--- config.mk ---
export PLATFORM = sky130hd
export DESIGN_NAME = program_loader
export DESIGN_NICKNAME = d
export VERILOG_FILES = /design/src/rtl/program_loader_pkg.sv /design/src/rtl/program_loader_word_assembler.sv /design/src/rtl/program_loader.sv
export SDC_FILE = /design/constraint.sdc
export NUM_CORES = 1
export LEC_CHECK = 0
export CELL_PAD_IN_SITES_DETAIL_PLACEMENT = 0
export CELL_PAD_IN_SITES_GLOBAL_PLACEMENT = 2
export CORE_MARGIN = 1.5
export CORE_UTILIZATION = 38
export CTS_CLUSTER_SIZE = 8
export DETAILED_ROUTE_END_ITERATION = 10
export GPL_TIMING_DRIVEN = 1
export PLACE_DENSITY = 0.92
export SYNTH_ARGS = -nofsm -noshare
export SYNTH_HDL_FRONTEND = slang
export SYNTH_SLANG_ARGS = --single-unit
export TNS_END_PERCENT = 30
--- constraint.sdc ---
create_clock -name clk -period 5.29 [get_ports clk]
set_input_delay 1.058 -clock clk [delete_from_list [all_inputs] [get_ports clk]]
set_output_delay 1.058 -clock clk [all_outputs]
set_load 0.05 [all_outputs]
--- src/rtl/program_loader_pkg.sv ---
// Shared types and constants for the serial program loader.
`default_nettype none

package program_loader_pkg;

   localparam int         LEN_WIDTH         = 16;
   localparam logic [7:0] DEFAULT_SYNC_BYTE = 8'hA5;

   typedef enum logic [2:0] {
      ST_IDLE   = 3'd0,
      ST_LEN_LO = 3'd1,
      ST_LEN_HI = 3'd2,
      ST_DATA   = 3'd3,
      ST_WRITE  = 3'd4,
      ST_CHECK  = 3'd5
   } state_t;

endpackage

`default_nettype wire

--- src/rtl/program_loader_word_assembler.sv ---
// Packs a byte stream little-endian into STEP-byte words; last flags the byte that completes a word.
`default_nettype none

module word_assembler #(
   parameter int STEP = 4
) (
   input  logic              clk,
   input  logic              rst_n,
   input  logic              clear,
   input  logic              load,
   input  logic [7:0]        byte_in,
   output logic [STEP*8-1:0] word,
   output logic              last
);

   localparam int IDX_W = (STEP > 1) ? $clog2(STEP) : 1;

   logic [IDX_W-1:0] idx;

   assign last = (idx == IDX_W'(STEP - 1));

   always_ff @(posedge clk or negedge rst_n) begin
      if (!rst_n) begin
         idx  <= '0;
         word <= '0;
      end else if (clear) begin
         idx <= '0;
      end else if (load) begin
         for (int k = 0; k < STEP; k++) begin
            if (idx == IDX_W'(k)) word[8*k +: 8] <= byte_in;
         end
         idx <= last ? '0 : idx + IDX_W'(1);
      end
   end

endmodule

`default_nettype wire

--- src/rtl/program_loader.sv ---
// Framed serial loader: sync, 16-bit word count, payload, 8-bit additive checksum.
`default_nettype none

module program_loader
   import program_loader_pkg::*;
#(
   parameter int         INSTR_ADDR_WIDTH = 20,
   parameter int         STEP             = 4,
   parameter logic [7:0] SYNC_BYTE        = DEFAULT_SYNC_BYTE
) (
   input  logic                        clk,
   input  logic                        rst_n,
   input  logic [7:0]                  rx_data,
   input  logic                        rx_valid,
   output logic                        rx_ready,
   output logic                        pgm,
   output logic [INSTR_ADDR_WIDTH-1:0] addr,
   output logic [STEP*8-1:0]           data,
   output logic                        busy,
   output logic                        done,
   output logic                        error
);

   // Largest legal word count; a count field can never exceed it once the address space reaches 16 bits.
   localparam logic [LEN_WIDTH:0] MAX_WORDS = (INSTR_ADDR_WIDTH >= LEN_WIDTH) ?
                                              {(LEN_WIDTH+1){1'b1}} :
                                              ((LEN_WIDTH+1)'(1) << INSTR_ADDR_WIDTH);

   state_t               state, next_state;
   logic [7:0]           len_lo;
   logic [LEN_WIDTH-1:0] remaining;
   logic [7:0]           csum;
   logic                 accept;
   logic                 is_sync;
   logic [LEN_WIDTH-1:0] word_count;
   logic                 len_too_big;
   logic                 asm_last;

   assign accept      = rx_valid && rx_ready;
   assign is_sync     = (rx_data == SYNC_BYTE);
   assign word_count  = {rx_data, len_lo};
   assign len_too_big = ({1'b0, word_count} > MAX_WORDS);

   always_ff @(posedge clk or negedge rst_n) begin
      if (!rst_n) state <= ST_IDLE;
      else        state <= next_state;
   end

   always_comb begin
      next_state = state;
      rx_ready   = 1'b1;
      pgm        = 1'b0;
      busy       = 1'b1;
      case (state)
         ST_IDLE: begin
            busy = 1'b0;
            if (accept && is_sync) next_state = ST_LEN_LO;
         end
         ST_LEN_LO: if (accept) next_state = ST_LEN_HI;
         ST_LEN_HI: begin
            if (accept) begin
               if (len_too_big)             next_state = ST_IDLE;
               else if (word_count == '0)   next_state = ST_CHECK;
               else                         next_state = ST_DATA;
            end
         end
         ST_DATA: if (accept && asm_last) next_state = ST_WRITE;
         ST_WRITE: begin
            rx_ready   = 1'b0;
            pgm        = 1'b1;
            next_state = (remaining == LEN_WIDTH'(1)) ? ST_CHECK : ST_DATA;
         end
         ST_CHECK: if (accept) next_state = ST_IDLE;
         default: next_state = ST_IDLE;
      endcase
   end

   always_ff @(posedge clk or negedge rst_n) begin
      if (!rst_n) begin
         len_lo    <= '0;
         remaining <= '0;
         csum      <= '0;
         addr      <= '0;
         done      <= 1'b0;
         error     <= 1'b0;
      end else begin
         case (state)
            ST_IDLE: begin
               if (accept && is_sync) begin
                  done  <= 1'b0;
                  error <= 1'b0;
                  csum  <= '0;
                  addr  <= '0;
               end
            end
            ST_LEN_LO: if (accept) len_lo <= rx_data;
            ST_LEN_HI: begin
               if (accept) begin
                  remaining <= word_count;
                  if (len_too_big) error <= 1'b1;
               end
            end
            ST_DATA: if (accept) csum <= csum + rx_data;
            ST_WRITE: begin
               // Wraps to 0 only after the final write of a full-address-space load.
               addr      <= addr + INSTR_ADDR_WIDTH'(1);
               remaining <= remaining - LEN_WIDTH'(1);
            end
            ST_CHECK: begin
               if (accept) begin
                  if (rx_data == csum) done  <= 1'b1;
                  else                 error <= 1'b1;
               end
            end
            default: ;
         endcase
      end
   end

   word_assembler #(
      .STEP (STEP)
   ) u_word_assembler (
      .clk     (clk),
      .rst_n   (rst_n),
      .clear   ((state == ST_IDLE) && accept && is_sync),
      .load    ((state == ST_DATA) && accept),
      .byte_in (rx_data),
      .word    (data),
      .last    (asm_last)
   );

endmodule

`default_nettype wire

==> flow_metrics.py, run 1 <==
metrics = {
    "flow_run": {
        "max-cap-violations": 0,
    },
    "logic_synthesis": {
        "yosys_register_bits": 91,
        "top_reg_cell_synth": "sky130_fd_sc_hd__dfrtp_1",
        "asyncSetResetFlopFracSynth_pct": 100,
        "syn_area_sq_um": 4610,
        "cell_count_after_synthesis": 444,
        "synth.net_count": 470,
        "synth.yosys.warnings": 0,
        "synth_edf_count": 0,
        "synth_cell_type_count": 53,
        "seq_total_area_yosys_pct": 49.3,
        "avgSynthCellArea_sq_um": 10.4,
    },
    "timing": {
        "fin_setup_tns_ns": 0,
        "relSlewSlack_pct": 36.4,
        "fin_worst_skew_ns": 0.00616,
        "rsz0062_at_grt": "no",
        "period_share_pct": 73.4,
        "report.final.setup_viol": 0,
        "finalWorstSetupSlack_ns": 1.41,
        "tightestPinTransition_ns": 0.952,
        "finalMaxSlewViolations": 0,
        "max_freq_ghz": 0.258,
        "hold-worst-slack_ns": 0.493,
        "layout_min_cycle_time_ns": 3.88,
        "final-hold-violation-count": 0,
    },
    "min_path": {
        "min_delay_worst_endpoint": "addr[19]$_DFFE_PN0P_",
        "hold_depth": 1,
        "worst_hold_startpoint": "addr[19]$_DFFE_PN0P_",
        "min_path_type": "flip-flop to flip-flop",
    },
    "outcome": {
        "run_status": "completed",
    },
    "worst_setup_path": {
        "end_kind": "output port",
        "regToRegEndpoint": "addr[10]$_DFFE_PN0P_",
        "critical_path.max_fanout": 34,
        "reg2reg_slack_ns": 2.76,
        "r2r.worst_path.cells": 4,
        "critical_path_class": "flip-flop to output port",
        "critical_path.reg2reg.startpoint": "state[1]$_DFFE_PN0P_",
        "cp_data_required_time_ns": 4.23,
        "worstPathArrival_ns": 2.82,
        "critPathLaunchType": "flip-flop",
    },
    "cells_and_area": {
        "fin_area_sq_um": 5710,
        "drive_gt1_share_pct": 13.7,
        "area_growth_syn_to_layout_pct": 23.8,
        "diodes": 0,
        "postLayoutCoreUtil_pct": 48.0,
        "final_net_count": 532,
    },
    "detailed_routing": {
        "route.vias.total": 3680,
        "drt-wirelength-per-cell_um": 16.9,
        "drt_iter0_markers": 193,
        "drt-total-wl_mm": 11.1,
        "drtAntennaViolNets": 0,
        "via_per_inst": 5.59,
        "drt-pass1-iter-count": 4,
        "route.detailed.drc": 0,
    },
    "floorplanning": {
        "core_area_sq_um": 11900,
        "floorplan.initialDensity_pct": 38.7,
        "std_cell_rows": 40,
        "die_y_um": 113,
        "floorplan.io_pins": 68,
        "die_width_um": 113,
        "design.die.area_sq_um": 12800,
    },
    "global_routing": {
        "number_of_global_route_vias_before_repair": 3540,
        "groute.usage.overall_pct": 18.0,
        "grt_first_pass_wirelength_mm": 18.1,
        "overflow": 0,
        "initial_antenna_violation_count": 0,
        "grt_start_max_net_pins": 59,
    },
    "clock_network": {
        "cts.reportedPaths.clkPinSlew_ns": 0.06,
        "cts.root.buffer_cell": "sky130_fd_sc_hd__clkbuf_16",
        "ctsHtreeMaxLevel": 3,
        "cts_num_sinks": 91,
        "tritoncts_clock_tree": "yes",
        "ctsHoldBuffers": 0,
        "cts.repair.resized": 0,
        "worst_skew_pair.late_latency_ns": 0.34,
        "postCtsSetupRepairBufs": 0,
        "clock_tree.buffer_depth": 2,
        "cts-buffers-inserted": 9,
    },
    "placement": {
        "dp_hpwl_mm": 7.45,
        "dp_slack_ns": 1.49,
        "postPlaceCellArea_sq_um": 5400,
        "placement.io_buffers": 67,
        "gp_congestion": 0.790,
    },
    "power_and_ir_drop": {
        "irDropWorstVdd_mv": 0.411,
        "cellPowerDensity_nw_per_um2": 634,
        "power.leakage_nw": 2.39,
    },
}
## layout make-up
type / instances / area (sq um)
multi-input cells: 323 / 2210
repair buffers: 71 / 698
clock inverters: 6 / 71.3
clock buffers: 10 / 239
inverters: 10 / 37.5
fillers: 1140 / 6200
flip-flops and latches: 91 / 2280
well taps: 147 / 184
## report_power, final
| group | switching (mW) | internal [mW] | leakage (nW) |
|---|---|---|---|
| Clock | 0.279 | 0.383 | 0.146 |
| Sequential | 0.273 | 0.981 | 1.11 |
| Combinational | 1.05 | 0.655 | 1.13 |
## critical path, stage by stage (launching register included)
cell	delay, ns
sky130_fd_sc_hd__dfrtp_1	0.53
sky130_fd_sc_hd__or3b_1	0.42
sky130_fd_sc_hd__buf_4	0.26
sky130_fd_sc_hd__clkinv_1	0.07
sky130_fd_sc_hd__buf_4	0.32
sky130_fd_sc_hd__clkdlybuf4s50_1	0.87
## how the worst max path moves through the flow
stage                               from              endpoint  slack, ns  depth (start not counted)
floorplan           state[2]$_DFFE_PN0P_                   pgm       2.57                          5
global placement              rx_data[1]  addr[10]$_DFFE_PN0P_       1.57                          5
detailed placement            rx_data[1]  addr[10]$_DFFE_PN0P_       1.49                          5
CTS                 state[1]$_DFFE_PN0P_                   pgm       1.41                          5
global route        state[1]$_DFFE_PN0P_                   pgm       1.27                          5
finish              state[1]$_DFFE_PN0P_                   pgm       1.41                          5
## sequential cells by signal, summed over array words and instances (netlist names)
| register | flops |
|---|---|
| len_lo | 8 |
| u_word_assembler.word | 32 |
| remaining | 16 |
| csum | 8 |
| done | 1 |
| u_word_assembler.idx | 2 |
| error | 1 |
| state | 3 |
| addr | 20 |
## layer usage
layer,track usage (%),vias up,routed length (um)
met5,0,-,0
met2,29.2,78,5190
li1,-,1768,-
met4,5.67,0,166
met1,23.3,1822,5160
met3,5.25,12,582
## metrics by stage
stage                     power [mW]  cells
after floorplan                 2.44    444
after global placement          2.94    642
after detailed placement        2.97    642
after CTS                       3.65    658
after global routing            3.85    658
final                           3.62    658
## Yosys cell counts, types with 2 or more instances
cell                        instances  share of area (%)
sky130_fd_sc_hd__dfrtp_1           91                 49
sky130_fd_sc_hd__nand2_1           46                3.7
sky130_fd_sc_hd__mux2_2            41                 10
sky130_fd_sc_hd__o21ai_0           38                4.1
sky130_fd_sc_hd__a21oi_1           29                3.1
sky130_fd_sc_hd__nor2_1            26                2.1
sky130_fd_sc_hd__clkbuf_1          17                1.4
sky130_fd_sc_hd__nand3_1           16                1.7
sky130_fd_sc_hd__ha_1              14                3.8
sky130_fd_sc_hd__nand4_1           12                1.6
sky130_fd_sc_hd__inv_1              9               0.73
sky130_fd_sc_hd__a31oi_1            8                1.1
sky130_fd_sc_hd__nor3_1             8               0.87
sky130_fd_sc_hd__nor4_1             7               0.95
sky130_fd_sc_hd__o31ai_1            7                1.1
sky130_fd_sc_hd__a21o_1             5               0.81
sky130_fd_sc_hd__mux2i_1            5                1.1
sky130_fd_sc_hd__o211ai_1           5               0.81
sky130_fd_sc_hd__xnor2_1            5               0.95
sky130_fd_sc_hd__and3_1             4               0.54
sky130_fd_sc_hd__nand3b_1           4               0.65
sky130_fd_sc_hd__a211oi_1           3               0.49
sky130_fd_sc_hd__and4_1             3               0.57
sky130_fd_sc_hd__o22ai_1            3               0.41
sky130_fd_sc_hd__o32ai_1            3               0.57
sky130_fd_sc_hd__a22o_1             2               0.38
sky130_fd_sc_hd__a2bb2oi_1          2               0.38
sky130_fd_sc_hd__buf_6              2               0.49
sky130_fd_sc_hd__nor4_4             2               0.92
sky130_fd_sc_hd__o2bb2ai_1          2               0.38
sky130_fd_sc_hd__o311ai_0           2               0.38
sky130_fd_sc_hd__or3_1              2               0.27
## cells in the final DEF, fill, tap and decap left out, drive strengths merged, types with 7 or more instances in the layout
| cell | count |
|---|---|
| o21ai | 38 |
| nand3 | 16 |
| nor4 | 9 |
| clkbuf | 10 |
| mux2 | 41 |
| ha | 14 |
| nor2 | 27 |
| nand4 | 13 |
| a31oi | 8 |
| a21oi | 29 |
| nor3 | 8 |
| clkdlybuf4s50 | 66 |
| inv | 11 |
| nand2 | 47 |
| o31ai | 7 |
| dfrtp | 91 |
## cells by family (layout without fill, tap and decap cells)
group / after synthesis / in the layout / share of synthesized area (%)
mux: 46 / 46 / 11.1
compound gates: 114 / 114 / 15.0
simple gates: 143 / 143 / 16.5
flops: 91 / 91 / 49.3
fa+ha+maj: 15 / 15 / 4.23
buf+inv: 30 / 97 / 2.85
xor+xnor: 5 / 5 / 0.949
Power figures use the tool's default switching activity.
==> inputs of run 2 (changes only) <==
Settings changed: CORE_UTILIZATION 38 to 31, PLACE_DENSITY 0.92 to 0.81.
Clock period 5.29 ns to 3.5 ns, I/O delays scaled along.
==> run 2 against run 1 <==
  * Sequential power grew 53%
  * Critical path depth down 3
  * Setup slack worse by 0.76 ns
  * Highest routed layer unchanged
  * Largest power group unchanged
  * Via count is 1.8% higher
==> flow_metrics.py, run 2 (synthesized netlist as in run 1, its figures left out) <==
metrics = {
    "global_routing": {
        "initial_antenna_violation_count": 0,
        "grt_start_max_net_pins": 92,
        "number_of_global_route_vias_before_repair": 3745,
        "overflow": 0,
        "groute.usage.overall_pct": 16.5,
        "grt_first_pass_wirelength_mm": 20.3,
    },
    "cells_and_area": {
        "layout_commonest_cell": "sky130_fd_sc_hd__dfrtp_1",
        "drive_gt1_share_pct": 15.4,
        "final_net_count": 541,
        "largest_register_ff_count": 32,
        "layout_cells_excl_fill": 704,
        "biggestRegsByFlops": "u_word_assembler.word x32, addr x20, remaining x16",
        "layout_common_cells": "91 x sky130_fd_sc_hd__dfrtp_1, 65 x sky130_fd_sc_hd__clkdlybuf4s50_1, 46 x sky130_fd_sc_hd__nand2_1, 41 x sky130_fd_sc_hd__mux2_2, 38 x sky130_fd_sc_hd__o21ai_0",
        "largest-register": "u_word_assembler.word",
        "diodes": 0,
        "area_growth_syn_to_layout_pct": 26.9,
    },
    "detailed_routing": {
        "drt_iter0_markers": 202,
        "route.detailed.drc": 0,
        "drt-pass1-iter-count": 4,
        "drt-total-wl_mm": 12.5,
        "via_per_inst": 5.32,
        "drt-wirelength-per-cell_um": 17.7,
        "route.vias.total": 3748,
        "drtAntennaViolNets": 0,
    },
    "worst_setup_path": {
        "end_kind": "output port",
        "r2r.worst_path.cells": 7,
        "regToRegEndpoint": "addr[7]$_DFFE_PN0P_",
        "cp_data_required_time_ns": 2.80,
        "critical_path.max_fanout": 15,
        "worstPathArrival_ns": 2.15,
        "critical_path.reg2reg.startpoint": "state[1]$_DFFE_PN0P_",
        "critical_path_class": "flip-flop to output port",
        "reg2reg_slack_ns": 1.04,
        "critPathLaunchType": "flip-flop",
    },
    "clock_network": {
        "worst_skew_pair.late_latency_ns": 0.35,
        "ctsHoldBuffers": 0,
        "cts.reportedPaths.clkPinSlew_ns": 0.06,
        "cts.root.buffer_cell": "sky130_fd_sc_hd__clkbuf_16",
        "clock_tree.buffer_depth": 2,
        "cts-buffers-inserted": 9,
        "cts.repair.resized": 0,
        "cts_num_sinks": 91,
        "tritoncts_clock_tree": "yes",
        "postCtsSetupRepairBufs": 0,
        "ctsHtreeMaxLevel": 3,
    },
    "timing": {
        "relSlewSlack_pct": 59.6,
        "final-hold-violation-count": 0,
        "tightestPinTransition_ns": 0.605,
        "finalWorstSetupSlack_ns": 0.648,
        "fin_worst_skew_ns": 0.00698,
        "fin_setup_tns_ns": 0,
        "period_share_pct": 81.5,
        "layout_min_cycle_time_ns": 2.85,
        "hold-worst-slack_ns": 0.376,
        "report.final.setup_viol": 0,
        "rsz0062_at_grt": "no",
        "max_freq_ghz": 0.351,
        "finalMaxSlewViolations": 0,
    },
    "floorplanning": {
        "floorplan.initialDensity_pct": 31.7,
        "die_width_um": 125,
        "die_y_um": 125,
        "core_area_sq_um": 14500,
        "std_cell_rows": 44,
        "floorplan.io_pins": 68,
        "design.die.area_sq_um": 15600,
    },
    "flow_run": {
        "max-cap-violations": 0,
    },
    "min_path": {
        "min_path_type": "primary input to asynchronous set/reset pin",
    },
    "power_and_ir_drop": {
        "irDropWorstVdd_mv": 0.477,
        "cellPowerDensity_nw_per_um2": 962,
        "power.leakage_nw": 2.46,
    },
    "placement": {
        "placement.io_buffers": 67,
        "gp_congestion": 0.783,
        "dp_slack_ns": 0.570,
        "place_inst": 688,
        "dp_hpwl_mm": 8.53,
    },
    "outcome": {
        "run_status": "completed",
    },
}
==> run 2: worst max path at each step <==
stage | start | end | slack, ns | depth (start not counted)
2_1_floorplan | state[2]$_DFFE_PN0P_ | pgm | 1.14 | 5
3_3_place_gp | rx_data[0] | csum[6]$_DFFE_PN0P_ | 0.61 | 8
3_5_place_dp | rx_data[0] | csum[6]$_DFFE_PN0P_ | 0.57 | 8
4_1_cts | state[1]$_DFFE_PN0P_ | rx_ready | 0.62 | 2
5_1_grt | state[1]$_DFFE_PN0P_ | rx_ready | 0.59 | 2
6_report | state[1]$_DFFE_PN0P_ | rx_ready | 0.65 | 2
==> run 2: metrics by stage <==
step	total power, mW	area, sq um	utilization [%]
finish	5.63	5860	40.3
floorplan	3.68	4610	-
CTS	5.68	5860	40.3
global route	5.99	5860	40.3
global placement	4.52	5530	38.0
detailed placement	4.56	5530	38.0
==> run 2: critical path, cell delays in order (launching register included) <==
cell and delay, ns:
sky130_fd_sc_hd__dfrtp_1 0.54, sky130_fd_sc_hd__or3b_1 0.52, sky130_fd_sc_hd__clkdlybuf4s50_1 0.73
==> run 2: area by class of cell <==
| class | count | area [sq um] |
|---|---|---|
| Fill cell | 1432 | 8680 |
| Sequential cell | 91 | 2280 |
| Tap cell | 184 | 230 |
| Clock inverter | 6 | 91.3 |
| Inverter | 10 | 37.5 |
| Clock buffer | 10 | 239 |
| Timing Repair Buffer | 80 | 776 |
| Multi-Input combinational cell | 323 | 2210 |
==> run 2: power breakdown <==
group | switching (mW) | internal (mW)
clock | 0.432 | 0.652
sequential | 0.428 | 1.48
combinational | 1.63 | 1.01
==> run 2: metal layers <==
layer  global-route usage (%)  share of wire, %  vias to the layer above
met3                     5.13               5.1                        9
met1                     20.6                45                     1856
met5                        0                 0                        -
met4                     5.01               1.2                        0
met2                     27.4                49                       97
li1                         -                 -                     1786
==> inputs of run 3 (changes only) <==
Clock period 3.5 ns to 2.6 ns, I/O delays scaled along.
==> run 3 against run 2 <==
  * Combinational power rose by 40%
  * Critical path depth rose by 1
  * Worst hold slack got worse by 0.19 ns
  * Final area increased by 3.2%
  * First-iteration DRC count fell by 0.50%
  * Clock skew rose by 0.0017 ns
  * Via count is 1.6% higher
  * Clock power grew 26%
  * Core utilization up 1.3 points
  * Critical endpoint unchanged
==> flow_metrics.py, run 3 (synthesized netlist as in run 1, its figures left out) <==
metrics = {
    "outcome": {
        "run_status": "completed",
    },
    "clock_network": {
        "cts.reportedPaths.clkPinSlew_ns": 0.07,
        "cts-buffers-inserted": 9,
        "cts.repair.resized": 0,
        "ctsHoldBuffers": 0,
        "tritoncts_clock_tree": "yes",
        "cts_num_sinks": 91,
        "clock_tree.buffer_depth": 2,
        "postCtsSetupRepairBufs": 0,
        "cts.root.buffer_cell": "sky130_fd_sc_hd__clkbuf_16",
        "ctsHtreeMaxLevel": 3,
        "worst_skew_pair.late_latency_ns": 0.36,
    },
    "floorplanning": {
        "die_y_um": 125,
        "std_cell_rows": 44,
        "design.die.area_sq_um": 15600,
        "die_width_um": 125,
        "core_area_sq_um": 14500,
        "floorplan.io_pins": 68,
        "floorplan.initialDensity_pct": 31.7,
    },
    "timing": {
        "tightestPinTransition_ns": 0.527,
        "max_freq_ghz": 0.418,
        "finalMaxSlewViolations": 0,
        "layout_min_cycle_time_ns": 2.39,
        "fin_worst_skew_ns": 0.00870,
        "hold-worst-slack_ns": 0.188,
        "period_share_pct": 91.9,
        "fin_setup_tns_ns": 0,
        "relSlewSlack_pct": 64.8,
        "rsz0062_at_grt": "no",
        "report.final.setup_viol": 0,
        "finalWorstSetupSlack_ns": 0.210,
        "final-hold-violation-count": 0,
    },
    "cells_and_area": {
        "biggestRegsByFlops": "u_word_assembler.word x32, addr x20, remaining x16",
        "largest-register": "u_word_assembler.word",
        "area_growth_syn_to_layout_pct": 31.0,
        "fin_area_sq_um": 6050,
        "layout_common_cells": "91 x sky130_fd_sc_hd__dfrtp_1, 63 x sky130_fd_sc_hd__clkdlybuf4s50_1, 46 x sky130_fd_sc_hd__nand2_1, 41 x sky130_fd_sc_hd__mux2_2, 38 x sky130_fd_sc_hd__o21ai_0",
        "multi_input_comb_area_sq_um": 2210,
        "final.fill_count": 1435,
        "layout_commonest_cell": "sky130_fd_sc_hd__dfrtp_1",
        "drive_gt1_share_pct": 19.0,
        "largest_register_ff_count": 32,
        "final_net_count": 563,
        "layout.area.seq_sq_um": 2280,
        "diodes": 0,
    },
    "worst_setup_path": {
        "critical_path_class": "flip-flop to output port",
        "worstPathArrival_ns": 1.87,
        "cp_data_required_time_ns": 2.08,
        "critical_path_cell_count": 3,
        "r2r.worst_path.cells": 5,
        "cp_slowest_cell": "sky130_fd_sc_hd__or3b_1",
        "crit_buf_inv": 2,
        "max_stage_delay_ns": 0.60,
        "critical-path-top-delay-family": "simple AND/OR/NAND/NOR gates",
        "critical_path.cell_chain": "or3b_1 > buf_4 > buf_12",
        "end_kind": "output port",
        "critPathLaunchType": "flip-flop",
        "critical_path.max_fanout": 13,
        "reg2reg_slack_ns": 0.36,
    },
    "detailed_routing": {
        "drt-total-wl_mm": 12.2,
        "drt-pass1-iter-count": 5,
        "via_per_inst": 5.25,
        "drtAntennaViolNets": 0,
        "route.vias.total": 3808,
        "drt-wirelength-per-cell_um": 16.8,
        "drt_iter0_markers": 201,
        "route.detailed.drc": 0,
    },
    "placement": {
        "dp_slack_ns": -0.134,
        "dp_hpwl_mm": 8.46,
        "gp_congestion": 0.864,
        "postPlaceCellArea_sq_um": 5730,
        "placement.io_buffers": 67,
    },
    "global_routing": {
        "groute.usage.overall_pct": 16.1,
        "grt_start_max_net_pins": 92,
        "overflow": 0,
        "number_of_global_route_vias_before_repair": 3582,
        "grt_first_pass_wirelength_mm": 19.8,
        "initial_antenna_violation_count": 0,
    },
    "power_and_ir_drop": {
        "power.leakage_nw": 2.57,
        "irDropWorstVdd_mv": 0.792,
        "totalPowerFinal_mw": 7.58,
        "cellPowerDensity_nw_per_um2": 1250,
    },
    "flow_run": {
        "max-cap-violations": 0,
    },
    "min_path": {
        "min_path_type": "primary input to asynchronous set/reset pin",
    },
}
## run 3: changes by cell type in the layout (fill, tap and decap cells not counted), sizes merged
cell	delta
buf	+23
bufinv	-2
clkbuf	-1
clkdlybuf4s50	-2
clkinv	+2
dlymetal6s2s	+1
inv	+1
## run 3: layout make-up
class | instances | area share (%)
clock buffer | 9 | 3.73
clock inverter | 7 | 1.51
inverter | 10 | 0.621
multi-input combinational | 323 | 36.5
sequential | 91 | 37.7
tap | 184 | 3.81
timing repair buffer | 102 | 16.2
## run 3: path summary, 6_finish.rpt
path / from / endpoint
max in group asynchronous: rst_n / u_word_assembler.word[24]$_DFFE_PN0P_
min: rst_n / addr[0]$_DFFE_PN0P_
max reg2reg: state[0]$_DFFE_PN0P_ / addr[17]$_DFFE_PN0P_
min in group clk: addr[19]$_DFFE_PN0P_ / addr[19]$_DFFE_PN0P_
max: state[0]$_DFFE_PN0P_ / rx_ready
min reg2reg: addr[19]$_DFFE_PN0P_ / addr[19]$_DFFE_PN0P_
## run 3: power breakdown
part | internal, mW | total (mW) | leakage [nW] | switching, mW
clock | 0.697 | 1.36 | 0.154 | 0.664
combinational | 1.47 | 3.69 | 1.31 | 2.21
sequential | 2.00 | 2.54 | 1.11 | 0.542
total | 4.16 | 7.58 | 2.57 | 3.42
## run 3: stage by stage
stage | utilization, % | instances
CTS | 41.6 | 726
global placement | 39.4 | 710
finish | 41.6 | 726
global route | 41.6 | 726
detailed placement | 39.4 | 710
floorplan | - | 444
## run 3: routing by layer
| layer | global-route usage (%) | share of wire [%] |
|---|---|---|
| met2 | 24.1 | 46 |
| met1 | 22.1 | 47 |
| met3 | 4.58 | 5.4 |
| met5 | 0 | 0 |
| met4 | 5.88 | 2.1 |
